**src/rtl/sms32_sbox_layer_seq.sv**
```systemverilog
// sms32_sbox_layer_seq: sequential S-box layer, x^26 over GF(2^6) mod x^6+x+1, LANES words per beat.
// Optional macro SMS32_LAYER_CNT_EN adds a saturating completed-layer counter output.
`timescale 1ns/1ps
module sms32_sbox_layer_seq #(
    parameter int N_WORDS = 8,
    parameter int LANES   = 1
) (
    input  logic                   clk,
    input  logic                   rst,
    input  logic                   in_valid,
    output logic                   in_ready,
    input  logic [6*N_WORDS-1:0]   in_state,
    output logic                   out_valid,
    input  logic                   out_ready,
    output logic [6*N_WORDS-1:0]   out_state,
    output logic                   busy
`ifdef SMS32_LAYER_CNT_EN
    ,
    output logic [15:0]            layer_cnt
`endif
);
    localparam int NB = N_WORDS / LANES;
    localparam int CW = (NB > 1) ? $clog2(NB) : 1;
    localparam logic [1:0] IDLE = 2'd0;
    localparam logic [1:0] RUN  = 2'd1;
    localparam logic [1:0] DONE = 2'd2;

    if (LANES < 1 || N_WORDS % LANES != 0) begin : g_bad_lanes
        $error("LANES must divide N_WORDS");
    end

    function automatic logic [5:0] gf_mul(input logic [5:0] a, input logic [5:0] b);
        logic [5:0] p;
        logic [5:0] t;
        p = '0;
        t = a;
        for (int i = 0; i < 6; i++) begin
            if (b[i]) p = p ^ t;
            t = {t[4:0], 1'b0} ^ (t[5] ? 6'h03 : 6'h00);
        end
        return p;
    endfunction

    // x^26 = x^16 * x^8 * x^2 via a square chain
    function automatic logic [5:0] sbox(input logic [5:0] x);
        logic [5:0] x2, x4, x8, x16;
        x2  = gf_mul(x, x);
        x4  = gf_mul(x2, x2);
        x8  = gf_mul(x4, x4);
        x16 = gf_mul(x8, x8);
        return gf_mul(gf_mul(x16, x8), x2);
    endfunction

    logic [1:0]           st_q, st_d;
    logic [CW-1:0]        cnt_q, cnt_d;
    logic [6*N_WORDS-1:0] state_q, state_d;
    logic                 last;

    assign last      = cnt_q == CW'(NB - 1);
    assign in_ready  = st_q == IDLE;
    assign busy      = st_q == RUN;
    assign out_valid = st_q == DONE;
    assign out_state = state_q;

    // Next state: load on accept, substitute one beat of words per RUN cycle, release on drain
    always_comb begin
        st_d    = st_q;
        cnt_d   = cnt_q;
        state_d = state_q;
        if (st_q == IDLE && in_valid) begin
            state_d = in_state;
            cnt_d   = '0;
            st_d    = RUN;
        end
        if (st_q == RUN) begin
            for (int l = 0; l < LANES; l++)
                state_d[6*(int'(cnt_q)*LANES+l) +: 6] = sbox(state_q[6*(int'(cnt_q)*LANES+l) +: 6]);
            cnt_d = last ? '0 : cnt_q + 1'b1;
            st_d  = last ? DONE : RUN;
        end
        if (st_q == DONE && out_ready) st_d = IDLE;
    end

    // State registers, cleared asynchronously
    always_ff @(posedge clk or posedge rst) begin
        if (rst) begin
            st_q    <= IDLE;
            cnt_q   <= '0;
            state_q <= '0;
        end else begin
            st_q    <= st_d;
            cnt_q   <= cnt_d;
            state_q <= state_d;
        end
    end

`ifdef SMS32_LAYER_CNT_EN
    logic [15:0] layer_cnt_q;
    assign layer_cnt = layer_cnt_q;

    // Count drained layers, saturating at all-ones
    always_ff @(posedge clk or posedge rst) begin
        if (rst)
            layer_cnt_q <= '0;
        else if (out_valid && out_ready && layer_cnt_q != 16'hFFFF)
            layer_cnt_q <= layer_cnt_q + 16'd1;
    end
`endif
endmodule
```
**config.mk**
```make
export PLATFORM = sky130hd
export DESIGN_NAME = sms32_sbox_layer_seq
export DESIGN_NICKNAME = d
export VERILOG_FILES = /design/src/rtl/sms32_sbox_layer_seq.sv
export SDC_FILE = /design/constraint.sdc
export NUM_CORES = 1
export LEC_CHECK = 0
export CORE_MARGIN = 10
export CORE_UTILIZATION = 53
export DETAILED_ROUTE_END_ITERATION = 12
export PLACE_DENSITY_LB_ADDON = 0.15
export SLEW_MARGIN = 30
export SYNTH_ARGS = -nofsm -noshare
export SYNTH_HDL_FRONTEND = slang
export SYNTH_SLANG_ARGS = --single-unit
```
**constraint.sdc**
```tcl
create_clock -name clk -period 22.4 [get_ports clk]
set_clock_uncertainty 0.2 [all_clocks]
set_input_delay 4.48 -clock clk [delete_from_list [all_inputs] [get_ports clk]]
set_output_delay 4.48 -clock clk [all_outputs]
set_load 0.02 [all_outputs]
```
==> summary.md, run 1 <==
| Metric | Value |
|---|---|
| Outcome | finished, final reports clean |
| Cts bufs inserted | 5 |
| DR vias/cell | 6.494 |
| Layout cell share with drive strength beyond 1 | 8.198% |
| Synth warnings | 0 |
| Boundary Pins | 103 |
| Worst skew pair latency | 0.31 ns |
| Crit path buf inv count | 6 |
| # hold bufs at CTS | 0 |
| Crit path max-delay family | XOR/XNOR gates |
| First-pass GRT wire length | 40420 um |
| Leak Pwr | 0.003374 uW |
| Longest Clk Path Bufs | 2 |
| I/O Buffers | 102 |
| P_sw | 42.14 uW |
| Final cycle utilization of the critical path | 58.06% |
| GRT Total Usage | 26.95% |
| Dominant synthesized flop cell | dfrtp_1 |
| Fin crit period | 13.00 ns |
| Mean Syn Cell Area | 7.910 sq um |
| CP max stage cell | xnor3_1 |
| Setup violations, final | 0 |
| Clock power share | 43.0% |
| Initial antenna violation count | 0 |
| Post-Place Cells | 1156 |
| Netlist cell types | 88 |
| Critical path launch point type | flop |
| Comb power frac | 6.0% |
| Filler cells | 1183 |
| Layout Nets | 1053 |
| DR pass1 iterations | 6 |
| Cell area after layout | 8517 sq um |
| Cell Rows | 42 |
| FMAX | 76.90 MHz |
| Starting Density | 54.52% |
| Final slew viol count | 0 |
| CTS tree | done |
| Worst slew margin | 35.05% |
| Required @ worst endpoint | 22.38 ns |
| Max rail drop VDD | 0.00002566 V |
| Dpl hpwl | 19590 um |
| RePlAce Congestion | 0.9850 |
| Clk sinks | 53 |
| Syn Inst Count | 920 |
| Post-CTS setup buffers | 0 |
| Commonest non-fill, non-tap cells in the layout | nand2_1 (159), clkdlybuf4s50_1 (102), nor2_1 (79), a21oi_1 (59), dfrtp_1 (52) |
| CTS H-tree depth | 2 |
| Leading cell type in the layout, fill and taps excluded | nand2_1 |
| Vias in the first global route | 6993 |
| Via Count | 7559 |
| Async S/R FF share, synth | 100.0% |
| RSZ-0062 raised after global routing | no |
| Largest net degree at the start of global routing | 54 |
| Syn Nets | 986 |
| Layout area overhead | 17.04% |
| Aggregate global routing overflow | 0 |
| DR iter-0 viols | 1022 |
| Die area | 18820 sq um |
| Setup TNS | 0 ns |
| Flop pwr share | 51.0% |
| Setup crit end kind | flop |
| Mapped Area | 7277 sq um |
| Die Height | 137.2 um |
| Root buf cell | clkbuf_16 |
| Non-filler cells, final | 1164 |
| Core area | 13350 sq um |
| Pwr Density | 22.00 nW/um^2 |
| Post-DRT Antenna Nets | 0 |
| Post-synth EDFFs | 0 |
| Die X | 137.2 um |
| Diodes inserted | 0 |
| Worst Hold Class | flop to flop |
| Post-DP Area | 8369 sq um |
| Final wirelength | 25500 um |
| P_int | 145.3 uW |
| CP max FO | 47 |
| Worst Max-Slew Pin Slew | 0.9710 ns |
| #FFs+latches synth | 53 |
| Clk slew on worst S/H paths | 0.07 ns |
| Max incr delay on CP | 0.70 ns |
| Sw Ratio | 22.48% |
| WL per Instance | 21.91 um |
| Max Cap Violations | 0 |
| Hold Violations, Final | 0 |
| Worst Path Arrival | 12.98 ns |
| Crit Path Class | flop to flop |
| Post-route DRC violation count | 0 |
| Seq/Total Area, Yosys | 18.23% |
| Post_cts resized | 0 |
stage by stage:
| stage | hold WS, ns | utilization [%] | worst slack, ns | total power, uW |
|---|---|---|---|---|
| finish | 0.3976 | 63.81 | 9.396 | 187.4 |
| global route | 0.4328 | 63.81 | 8.581 | 190.8 |
| detailed placement | 0.3835 | 62.70 | 9.470 | 108.9 |
| floorplan | 0.3434 | - | 11.52 | 99.02 |
| CTS | 0.3936 | 63.75 | 9.438 | 187.5 |
| global placement | 0.3697 | 62.55 | 9.920 | 108.8 |
state kept, by name, summed over array words and instances, names as in the netlist:
register	flops
cnt_q	3
out_state	48
st_q	2
cells in the mapped netlist, types with 18 or more instances:
| library cell | number | share of area (%) |
|---|---|---|
| nand2_1 | 159 | 8.2 |
| o21ai_1 | 21 | 1.4 |
| a21oi_1 | 59 | 4.1 |
| nand3_1 | 28 | 1.9 |
| a211oi_1 | 23 | 2.4 |
| clkbuf_1 | 30 | 1.5 |
| nor3_1 | 33 | 2.3 |
| o21ai_0 | 19 | 1.3 |
| and2_1 | 22 | 1.9 |
| inv_1 | 18 | 0.93 |
| xnor2_1 | 50 | 6.0 |
| dfrtp_1 | 53 | 18 |
| nor2_1 | 79 | 4.1 |
| mux2i_1 | 41 | 5.6 |
final cells by class:
type	count	area (sq um)	share of cell area, %
well taps	176	220.2	2.586
flip-flops and latches	53	1328	15.59
clock inverters	1	7.507	0.08814
multi-input cells	791	5634	66.15
repair buffers	111	1101	12.93
inverters	25	93.84	1.102
clock buffers	7	132.6	1.557
cells by family (layout without fill, tap and decap cells):
group,after synthesis,after routing,share of synthesized area [%]
flops,53,53,18.23
xor+xnor,97,97,17.28
fa+ha+maj,14,14,2.510
mux,62,62,11.12
compound gates,236,236,22.32
buf+inv,76,144,4.470
simple gates,382,382,24.07
power by group through the flow:
| stage | logic (uW) | clock network [uW] | registers (uW) |
|---|---|---|---|
| 6_report | 11.3 | 80.6 | 95.6 |
| 5_1_grt | 12.2 | 83.1 | 95.6 |
| 4_1_cts | 11.5 | 80.5 | 95.6 |
| 3_5_place_dp | 11.4 | 0 | 97.5 |
| 3_3_place_gp | 11.3 | 0 | 97.5 |
| 2_1_floorplan | 1.52 | 0 | 97.5 |
tightest hold or removal path, cell delays in order (launching register included):
cell	delay (ns)
dfrtp_1	0.40
o21ai_0	0.11
nand2_1	0.06
routing by layer:
metal | part of all wire [%] | vias to the layer above | routed length [um] | GRT usage, %
li1 | - | 3492 | - | -
met1 | 42 | 3539 | 10610 | 37.94
met2 | 46 | 474 | 11680 | 42.11
met3 | 11 | 54 | 2761 | 6.009
met4 | 1.8 | 0 | 448 | 4.098
met5 | 0 | - | 0 | 0
path summary, 6_finish.rpt:
kind / cells after the start / startpoint / slack [ns] / endpoint
worst max-delay path: 38 / cnt_q[0]$_DFFE_PP0P_ / 9.40 / out_state[23]$_DFF_PP0_
worst min-delay path: 2 / st_q[1]$_DFFE_PP0P_ / 0.40 / st_q[0]$_DFFE_PP0P_
worst max register to register: 38 / cnt_q[0]$_DFFE_PP0P_ / 9.40 / out_state[23]$_DFF_PP0_
worst min register to register: 2 / st_q[1]$_DFFE_PP0P_ / 0.40 / st_q[0]$_DFFE_PP0P_
max in group asynchronous: 3 / rst / 17.01 / cnt_q[0]$_DFFE_PP0P_
min in group asynchronous: 3 / rst / 4.47 / out_state[10]$_DFF_PP0_
Power figures use the tool's default switching activity.
==> inputs of run 2 (changes only) <==
--- a/config.mk
+++ b/config.mk
@@ -6,7 +6,7 @@
 export NUM_CORES = 1
 export LEC_CHECK = 0
 export CORE_MARGIN = 10
-export CORE_UTILIZATION = 53
+export CORE_UTILIZATION = 52
 export DETAILED_ROUTE_END_ITERATION = 12
 export PLACE_DENSITY_LB_ADDON = 0.15
 export SLEW_MARGIN = 30
==> constraint.sdc (replaced) <==
create_clock -name clk -period 11.55 [get_ports clk]
set_clock_uncertainty 0.2 [all_clocks]
set_input_delay 2.31 -clock clk [delete_from_list [all_inputs] [get_ports clk]]
set_output_delay 2.31 -clock clk [all_outputs]
set_load 0.02 [all_outputs]
==> run 2 against run 1 <==
Against the previous run: design area up 3.2%; total power up 110%; sequential share of layout area down 0.45 points; count of clock-buffer cells in the layout down 1; cell count up 2.0%; non-clock buffer count up 19; register-to-register slack worse by 8.9 ns; flip-flop and latch count unchanged; die area up 1.6%; worst setup slack worse by 8.9 ns; critical path depth up 3; via count up 0.45%.
==> summary.md, run 2 (same netlist as run 1, synthesis figures left out) <==
| Metric | Value |
|---|---|
| Leading cell type in the layout, fill and taps excluded | nand2_1 |
| Commonest non-fill, non-tap cells in the layout | nand2_1 (159), clkdlybuf4s50_1 (102), nor2_1 (78), a21oi_1 (59), dfrtp_1 (52) |
| Final slew viol count | 0 (unchanged) |
| Comb power frac | 5.6% (-0.4 points) |
| Longest Clk Path Bufs | 2 (unchanged) |
| Outcome | finished, final reports clean |
| Layout cell share with drive strength beyond 1 | 11.42% (+3.2 points) |
| Cell Rows | 43 (+2.4%) |
| Crit path buf inv count | 6 (unchanged) |
| Required @ worst endpoint | 11.57 ns (-10.81 ns) |
| Crit Path Class | flop to flop |
| Worst slew margin | 34.70% (-0.35 points) |
| Max incr delay on CP | 0.61 ns (-0.09 ns) |
| Post-DRT Antenna Nets | 0 (unchanged) |
| Worst r2r src | cnt_q[0]$_DFFE_PP0P_ |
| Clk slew on worst S/H paths | 0.08 ns (about the same) |
| Starting Density | 52.83% (-1.7 points) |
| Dpl hpwl | 19840 um (+1.3%) |
| Aggregate global routing overflow | 0 (unchanged) |
| Fin crit period | 11.06 ns (-1.942 ns) |
| I/O Buffers | 102 (unchanged) |
| Final wirelength | 26150 um (+2.5%) |
| Post-route DRC violation count | 0 (unchanged) |
| Diodes inserted | 0 (unchanged) |
| Pwr Density | 44.88 nW/um^2 (+100%) |
| Core Util, Final | 63.79% (about the same) |
| WHS Path Cells | 2 (unchanged) |
| Boundary Pins | 103 (unchanged) |
| CP max FO | 15 (-68%) |
| Worst Path Arrival | 11.09 ns (-1.89 ns) |
| CTS tree | done |
| Crit path max-delay family | XOR/XNOR gates |
| Core area | 13770 sq um (+3.2%) |
| Cts bufs inserted | 5 (unchanged) |
| Largest net degree at the start of global routing | 54 (unchanged) |
| GRT Total Usage | 25.72% (-1.2 points) |
| Die Height | 138.3 um (+0.82%) |
| Layout Nets | 1072 (+1.8%) |
| Setup TNS | 0 ns (unchanged) |
| Setup violations, final | 0 (unchanged) |
| Hold_sp | out_state[46]$_DFF_PP0_ |
| P_sw | 83.53 uW (+98%) |
| RePlAce Congestion | 1.056 (+7.2%) |
| Hold Violations, Final | 0 (unchanged) |
| DR pass1 iterations | 6 (unchanged) |
| Layout area overhead | 20.74% |
| Critical path launch point type | flop |
| Die X | 138.3 um (+0.82%) |
| DR vias/cell | 6.397 (-1.5%) |
| Hold endpoint | out_state[46]$_DFF_PP0_ |
| CP max stage cell | mux4_2 |
| Flop2flop setup slack | 0.49 ns (-8.91 ns) |
| P_int | 310.8 uW (+110%) |
| Root buf cell | clkbuf_16 |
| Clock power share | 47.4% (+4.4 points) |
| Setup crit end kind | flop |
| Initial antenna violation count | 0 (unchanged) |
| R2R Path End | out_state[43]$_DFF_PP0_ |
| CTS H-tree depth | 2 (unchanged) |
| DR iter-0 viols | 999 (-2.3%) |
| Max rail drop VDD | 0.00006692 V (+160%) |
| WL per Instance | 22.03 um (+0.55%) |
| Sw Ratio | 21.18% (-1.3 points) |
| Via Count | 7593 (+0.45%) |
| FMAX | 90.40 MHz (+18%) |
| Vias in the first global route | 7194 (+2.9%) |
| Leak Pwr | 0.003513 uW (+4.1%) |
| Worst Hold Class | flop to flop |
| Final cycle utilization of the critical path | 95.77% (+38 points) |
| Die area | 19130 sq um (+1.6%) |
| Clk sinks | 53 (unchanged) |
| Max Cap Violations | 0 (unchanged) |
| Flop pwr share | 47.0% (-4.0 points) |
| # hold bufs at CTS | 0 (unchanged) |
| Worst skew pair latency | 0.31 ns (about the same) |
| Max reg flops | 48 (unchanged) |
| Worst reg2reg path depth | 41 (+7.9%) |
| Worst Max-Slew Pin Slew | 0.9763 ns (+0.005274 ns) |
| First-pass GRT wire length | 40640 um (+0.55%) |
[run 2: cell types whose count changed in the layout (fill, tap and decap cells not counted), sizes merged]
| cell | before | now |
|---|---|---|
| bufinv | 0 | 1 |
| clkinvlp | 1 | 0 |
| inv | 21 | 22 |
| clkbuf | 7 | 6 |
| buf | 9 | 28 |
[run 2: per-stage QoR]
step	total power [uW]	instances	setup slack [ns]	area (sq um)	hold slack, ns
3_5_place_dp	211.4	1177	0.05628	8497	0.3815
5_1_grt	401.3	1187	-0.01498	8786	0.4244
4_1_cts	393.1	1185	0.07768	8696	0.3941
6_report	394.4	1187	0.4880	8786	0.3911
3_3_place_gp	211.4	1177	0.3813	8497	0.3749
2_1_floorplan	192.0	920	0.6735	7277	0.3434
[run 2: layout make-up]
class,instances,area [sq um]
Multi-Input combinational cell,791,5725
Fill cell,1273,4987
Sequential cell,53,1330
Timing Repair Buffer,130,1231
Tap cell,180,225.2
Clock buffer,6,138.9
Inverter,25,93.84
Clock inverter,2,41.29
[run 2: layer usage]
layer / up-vias / global-route usage, % / wire, um
met2: 390 / 42.60 / 12480
met5: - / 0 / 0
met3: 55 / 6.164 / 2251
met1: 3623 / 32.73 / 10790
li1: 3525 / - / -
met4: 0 / 6.715 / 621
[run 2: power by group through the flow]
stage               Combinational [uW]  Sequential [uW]  Clock (uW)
floorplan                         2.95              189           0
global placement                  22.3              189           0
detailed placement                22.3              189           0
CTS                               22.4              185         185
global route                      23.9              185         192
finish                            22.1              185         187
[run 2: worst max path at each step]
stage	to	startpoint	cells past startpoint	slack, ns
4_1_cts	out_state[15]$_DFF_PP0_	cnt_q[0]$_DFFE_PP0P_	40	0.08
5_1_grt	out_state[33]$_DFF_PP0_	cnt_q[0]$_DFFE_PP0P_	40	-0.01
2_1_floorplan	out_state[33]$_DFF_PP0_	cnt_q[2]$_DFFE_PP0P_	45	0.67
6_report	out_state[43]$_DFF_PP0_	cnt_q[0]$_DFFE_PP0P_	41	0.49
3_3_place_gp	out_state[32]$_DFF_PP0_	cnt_q[0]$_DFFE_PP0P_	39	0.38
3_5_place_dp	out_state[32]$_DFF_PP0_	cnt_q[0]$_DFFE_PP0P_	39	0.06
[run 2: what timing repair did]
action,CTS,global route
pin swaps,0,4
buffers inserted,0,2
cloned,0,0
setup endpoints to repair,2,48
gates resized for setup,2,17
[run 2: worst reg2reg max path, delay by kind of cell (launching register included)]
family | cells | cell delay, ns
xor gates and xnor gates | 9 | 2.58
muxes | 7 | 2.01
AOI/OAI and AO/OA | 9 | 1.80
and+or+nand+nor | 6 | 1.50
DFF | 1 | 0.58
adders and majority gates | 4 | 1.37
buffers and inverters | 6 | 0.94
